### config.mk
export PLATFORM = sky130hd
export DESIGN_NAME = vram_arbiter
export DESIGN_NICKNAME = d
export VERILOG_FILES = /design/src/rtl/vram_arbiter.sv
export SDC_FILE = /design/constraint.sdc
export NUM_CORES = 1
export LEC_CHECK = 0
export BUFFER_PORTS_ARGS = -buffer_cell sky130_fd_sc_hd__buf_2
export CORE_ASPECT_RATIO = 1.25
export CORE_UTILIZATION = 29
export CTS_BUF_LIST = sky130_fd_sc_hd__clkbuf_16
export DETAILED_ROUTE_END_ITERATION = 8
export HOLD_SLACK_MARGIN = 0.1
export PLACE_DENSITY = 0.6
export SYNTH_ARGS = -nofsm -noshare
export SYNTH_HDL_FRONTEND = slang
export SYNTH_SLANG_ARGS = --single-unit
### constraint.sdc
create_clock -name clk -period 1.85 [get_ports clk]
set_input_delay 0.185 -clock clk [delete_from_list [all_inputs] [get_ports clk]]
set_output_delay 0.185 -clock clk [all_outputs]
set_load 0.02 [all_outputs]
### src/rtl/vram_arbiter.sv
// vram_arbiter: shares the single registered read port of the background VRAM
// between the VGA display fetch (fully pipelined, absolute priority) and the
// auxiliary game-logic requester (one outstanding request, valid/ready).
// Optional build macro VRAM_ARB_FAIR_EN: a starved aux request is forced onto
// the VRAM port, dropping that cycle's display read and flagging disp_miss.
module vram_arbiter #(
  parameter int DATA_WIDTH   = 13,
  parameter int ADDR_WIDTH   = 15,
  parameter int STARVE_LIMIT = 64
) (
  input  logic                  clk,
  input  logic                  rst,
  input  logic                  disp_req,
  input  logic [ADDR_WIDTH-1:0] disp_addr,
  output logic                  disp_valid,
  output logic [DATA_WIDTH-1:0] disp_data,
  output logic                  disp_miss,
  input  logic                  aux_valid,
  output logic                  aux_ready,
  input  logic [ADDR_WIDTH-1:0] aux_addr,
  output logic                  aux_rvalid,
  output logic [DATA_WIDTH-1:0] aux_rdata,
  output logic                  aux_starved,
  output logic [ADDR_WIDTH-1:0] vram_addr,
  input  logic [DATA_WIDTH-1:0] vram_data
);

  localparam int CW = $clog2(STARVE_LIMIT + 1);

  typedef enum logic [1:0] {
    IDLE = 2'd0,
    PEND = 2'd1,
    WAIT = 2'd2
  } state_t;

  state_t                state, state_nx;
  logic [CW-1:0]         wait_cnt, wait_cnt_nx;
  logic [ADDR_WIDTH-1:0] aux_addr_q;
  logic                  disp_tag;
  logic                  aux_issue;
  logic                  at_limit;
  logic                  force_issue;

  assign at_limit = (wait_cnt == CW'(STARVE_LIMIT));

`ifdef VRAM_ARB_FAIR_EN
  assign force_issue = at_limit;
`else
  assign force_issue = 1'b0;
`endif

  // Aux FSM: next state, wait counter, handshake and starvation flag
  always_comb begin
    state_nx    = state;
    wait_cnt_nx = wait_cnt;
    aux_issue   = 1'b0;
    aux_ready   = 1'b0;
    aux_starved = 1'b0;
    case (state)
      IDLE: begin
        aux_ready = 1'b1;
        if (aux_valid) begin
          state_nx    = PEND;
          wait_cnt_nx = '0;
        end
      end
      PEND: begin
        aux_starved = at_limit;
        if (!disp_req || force_issue) begin
          aux_issue = 1'b1;
          state_nx  = WAIT;
        end else if (!at_limit) begin
          wait_cnt_nx = wait_cnt + CW'(1);
        end
      end
      WAIT: state_nx = IDLE;
      default: state_nx = IDLE;
    endcase
  end

  // VRAM address mux: aux only in its issue cycle, display otherwise
  always_comb begin
    vram_addr = disp_addr;
    if (aux_issue) vram_addr = aux_addr_q;
  end

  // Aux FSM state, wait counter and captured request address
  always_ff @(posedge clk or posedge rst) begin
    if (rst) begin
      state      <= IDLE;
      wait_cnt   <= '0;
      aux_addr_q <= '0;
    end else begin
      state    <= state_nx;
      wait_cnt <= wait_cnt_nx;
      if (state == IDLE && aux_valid) aux_addr_q <= aux_addr;
    end
  end

  // Display pipeline: issue tag, then capture VRAM word one cycle later
  always_ff @(posedge clk or posedge rst) begin
    if (rst) begin
      disp_tag   <= 1'b0;
      disp_valid <= 1'b0;
      disp_data  <= '0;
    end else begin
      disp_tag   <= disp_req && !aux_issue;
      disp_valid <= disp_tag;
      if (disp_tag) disp_data <= vram_data;
    end
  end

  // Aux return: the WAIT state is the aux in-flight tag
  always_ff @(posedge clk or posedge rst) begin
    if (rst) begin
      aux_rvalid <= 1'b0;
      aux_rdata  <= '0;
    end else begin
      aux_rvalid <= (state == WAIT);
      if (state == WAIT) aux_rdata <= vram_data;
    end
  end

`ifdef VRAM_ARB_FAIR_EN
  logic miss_tag;

  // Dropped display read: tag follows the same 2-cycle alignment as disp_valid
  always_ff @(posedge clk or posedge rst) begin
    if (rst) begin
      miss_tag  <= 1'b0;
      disp_miss <= 1'b0;
    end else begin
      miss_tag  <= disp_req && aux_issue;
      disp_miss <= miss_tag;
    end
  end
`else
  assign disp_miss = 1'b0;
`endif

endmodule

Yosys cells after proc, flatten, opt, wreduce, memory -nomap -nowiden. Cells that the tools add are included.

$add $sub $neg: 1. Multipliers: 0. Div/mod/pow operators: 0. Magnitude comparators: 0. Equality and inequality tests: 7. Shift operators: 0. Mux-type cells: 12. Bitwise gates (word level): 0. Reductions and logical operators: 7.

Operators with widths (count): 7-bit 2-to-1 mux (3); 15-bit 2-to-1 mux (1); 7-bit one-hot mux with 2 select lines (1); 2-bit inequality test, second input constant (4); 7-bit by 1-bit adder with 7-bit output, second input constant (1); 7-bit equality test, second input constant (1); 1-bit 2-to-1 mux (4); 2-bit 2-to-1 mux (2); 2-bit one-hot mux with 2 select lines (1); 4-bit AND reduction (1); 2-bit by 1-bit equality test with 1-bit output, second input constant (1); 2-bit equality test, second input constant (1); 1-bit logical AND (2); 2-bit logical NOT (1); 2-bit AND reduction (1); 2-bit nonzero test (1); 1-bit logical NOT (1).

Register bits after elaboration: 53. Latch bits: 0. Memory bits (writable): 0. ROM bits: 0. Bits of input ports: 47. Memories: 0.

Depth between registers and ports, before layout.
Depth in word-level cells: 4. Depth in mapped cells: 6.

Worst setup path before layout. OpenSTA, ideal clock, no wires.

Path kind: register -> register. Start point: reg state[0]. End point: reg aux_addr_q[0]. Arrival time: 1699 ps. Required time: 1725 ps. Slack: 27 ps. Cell stages (with the launch flop): 6. Path buffers: 2. Clock period less this slack: 1823 ps. Cell sequence: dfrtp_1 -> nor2_1 -> and2_1 -> clkbuf_1 -> buf_2 -> mux2_2.

Longest elaborated chain between the ends: 2.

RTL lines: from (decl) (line 36) `state_t state, state_nx;`; from (signal assigned) (line 94) `state <= state_nx;`; 2-bit logical NOT (line 96) `if (state == IDLE && aux_valid) aux_addr_q <= aux_addr;`; 1-bit logical AND (line 96); to (signal assigned) (line 96); to (decl) (line 38) `logic [ADDR_WIDTH-1:0] aux_addr_q;`.

Every way passes these cells. A chain may end at the register's enable or synchronous reset.

Worst setup path after layout.
Start point: reg state[1]. End point: out vram_addr[7].

Longest elaborated chain between the ends: 3.

RTL lines: 2-bit by 1-bit equality test with 1-bit output (line 59) `case (state)`; 1-bit 2-to-1 mux (line 59); 15-bit 2-to-1 mux (line 84) `if (aux_issue) vram_addr = aux_addr_q;`; to (decl) (line 24) `output logic [ADDR_WIDTH-1:0] vram_addr,`.

Every way passes these cells.

==> impl_metrics.toml <==
[layout]
multi_input_area_um2 = 963
final_cells = 364
final_common_cell = "buf_2"
drive_above_1_share_pct = 66.2
nets = 318
regArea_um2 = 1330
area_delta_synth_final_pct = 37.3
antenna_cells = 0
fillers = 771
fin_util_pct = 40.9
layout_common_cells = "87 x buf_2, 53 x mux2_2, 53 x dfrtp_1"
fin_area_um2 = 3190

[timing]
rsz0062_at_grt = "yes"
fin_ws_ps = -55.1
fin_crit_sh_pct = 103
tightest_slew_ps = 602
max-slew-margin-rel_pct = 59.9
hold_viol = 0
post-route-min-period_ps = 1910
final-max-slew-violation-count = 0
max_freq_mhz = 525
fin_setup_tns_ps = -628
fin_skew_ps = 3.03
finalSetupViolCount = 12

[place]
dpl-instance-area_um2 = 2920
portBuffers = 91
dp_cells = 352
place.gp.congestion = 0.776
post-dp-hpwl_mm = 3.36

[pwr]
p_leak_nw = 1.50
p_switching_w = 0.00113
seqPwrFrac_pct = 42.5
combPwrFrac_pct = 30.4
netSwitchingFraction_pct = 30.2
vdd_ir_drop_max_v = 0.000451
power_frac_clock_pct = 27.1
power.total_w = 0.00374
intPower_w = 0.00261
p_per_area_nw_per_um2 = 1180

[logic_synthesis]
syn-num-nets = 217
synth-seq-cells = 53
avgSynthCellArea_um2 = 13.8
netlist_instances = 168
ys_seq_area_share_pct = 57.2
synthTopCellsByArea = "dfrtp_1 57%, mux2_2 27%, o21ai_0 1.5%"
synth_top_area_share_pct = 57.2
ys_types = 30
synth_area_leader_cell = "dfrtp_1"
netlist_area_um2 = 2320
yosys_warnings = 0

[clock_tree]
cts_buffers = 5
clock_latency_ps = 280
clkSlewWorstSetupHoldPaths_ps = 60
clockBufferDepth = 2
clock_sink_count = 53
tritoncts = "built"
cts-root-buf = "clkbuf_16"
h-tree-depth = 2

[route]
via_per_inst = 4.69
dr.pass1.iters = 4
ant_nets = 0
drt_wl_total_mm = 4.92
first_iter_violations = 123
drc_errors = 0
vias = 1706
post_drt_wl_per_cell_um = 13.5

[setup_path]
cp.required_ps = 1660
slowest_stage = "dfrtp_1"
crit_path_max_fanout = 13
reg2reg_slack_ps = 120
cp.buffers_inverters = 2
ff2ff_path_depth = 5
cp-end-kind = "output pin"
cp_top_family = "simple AND/OR/NAND/NOR gates"
path_cells = "or2b_4 > nor2_4 > buf_12 > mux2_2 > buf_2"
r2r_start = "state[0]"
critPathLaunchType = "register"
cp.arrival_ps = 1720
crit_type = "register to output pin"
r2r_end = "wait_cnt[5]"
slowest_delay_ps = 390

[global_routing]
grt-ovfl-total = 0
antenna_found_initial = 0
track_usage_pct = 12.8
grt_pass1_wl_mm = 8.09
grt_pass1_vias = 1710
grt_max_degree = 54

[hold_path]
holdPathEnd = "disp_tag"
worstHoldStart = "disp_req"
holdPathStages = 1
hp-class = "input port to register"

[floorplanning]
die_x_um = 82.0
std_cell_rows = 36
ioPinCount = 93
die_height_um = 102
core_um2 = 7790
start_util_pct = 29.8
die_area_um2 = 8360

[outcome]
outcome = "complete, but fails checks"
violations = "negative setup slack"

[run]
maxCapViolations = 0
[per-stage QoR]
stage | worst slack (ps) | hold slack, ps
finish | -55.1 | 117
global route | -125 | 108
CTS | -81.2 | 107
detailed placement | 72.0 | 260
global placement | 117 | 260
floorplan | 26.6 | 283
[layout make-up]
type | instances | area share, %
sequential | 53 | 41.6
multi-input combinational | 101 | 30.2
timing repair buffer | 103 | 18.8
clock buffer | 5 | 3.93
tap | 95 | 3.73
clock inverter | 2 | 1.10
inverter | 5 | 0.589
[power by group through the flow]
stage,Combinational (W),Sequential [W],Clock [W]
after floorplan,0.000521,0.00179,0
after global placement,0.00106,0.00161,0
after detailed placement,0.00108,0.00161,0
after CTS,0.00112,0.00160,0.00105
after global routing,0.00124,0.00164,0.00111
final,0.00114,0.00159,0.00101
[worst max path at each step]
stage / from / to / slack [ps] / depth (start not counted)
finish: state[1] / vram_addr[7] / -60 / 5
global route: state[1] / vram_addr[2] / -130 / 5
CTS: state[1] / vram_addr[7] / -80 / 5
detailed placement: state[0] / vram_addr[12] / 70 / 5
global placement: state[0] / vram_addr[10] / 120 / 5
floorplan: state[0] / aux_addr_q[0] / 30 / 5
[worst register-to-register path, cell delays in order, from the launching register on]
cell	delay [ps]
dfrtp_1	390
buf_4	160
mux2i_1	120
or2_4	290
or4_1	530
o221ai_1	180
[synth_stat cells]
master and count:
mux2_2 56, dfrtp_1 53, nand2_1 7, o21ai_0 7, inv_1 5, nand3_1 5, clkbuf_1 3, nor2_1 3
o31ai_1 3, and2b_2 2, buf_2 2, buf_4 2, ha_1 2, or4_1 2, a31oi_1 1, and2_1 1
and3_1 1, buf_1 1, buf_6 1, conb_1 1, mux2i_1 1, nor2_2 1, nor2b_1 1, nor4_2 1
o221ai_1 1, o41ai_1 1, o41ai_2 1, or2_1 1, or2b_2 1, or3b_2 1
[kinds of logic (layout without fill, tap and decap cells)]
| kind of cell | Yosys count | count (layout) | share of synthesized area (%) |
|---|---|---|---|
| adders and majority gates | 2 | 2 | 1.08 |
| muxes | 57 | 57 | 27.6 |
| DFF | 53 | 53 | 57.2 |
| other | 1 | 1 | 0.162 |
| buffers and inverters | 14 | 115 | 3.02 |
| and+or+nand+nor | 27 | 27 | 6.74 |
| AOI/OAI and AO/OA | 14 | 14 | 4.21 |
[sequential cells by signal (all words and copies together) (netlist names)]
name        count
state           2
disp_tag        1
aux_addr_q     15
disp_valid      1
wait_cnt        7
disp_data      13
aux_rdata      13
aux_rvalid      1
[layer usage]
| layer | vias to the layer above | wire length [µm] | GRT usage, % |
|---|---|---|---|
| met3 | 8 | 295 | 3.48 |
| met1 | 839 | 2060 | 15.9 |
| met5 | - | 0 | 0 |
| met4 | 0 | 89 | 5.26 |
| met2 | 67 | 2470 | 20.6 |
| li1 | 792 | - | - |
[what timing repair did]
item                                    CTS  global route
gates cloned                              0             0
buffers inserted                          3             1
pin swaps                                 2             2
endpoints found under the hold margin    53             0
hold buffers                              1             0
endpoints found under the setup margin   16            17
resized for setup                        14             6
(Power assumes the default switching activity.)
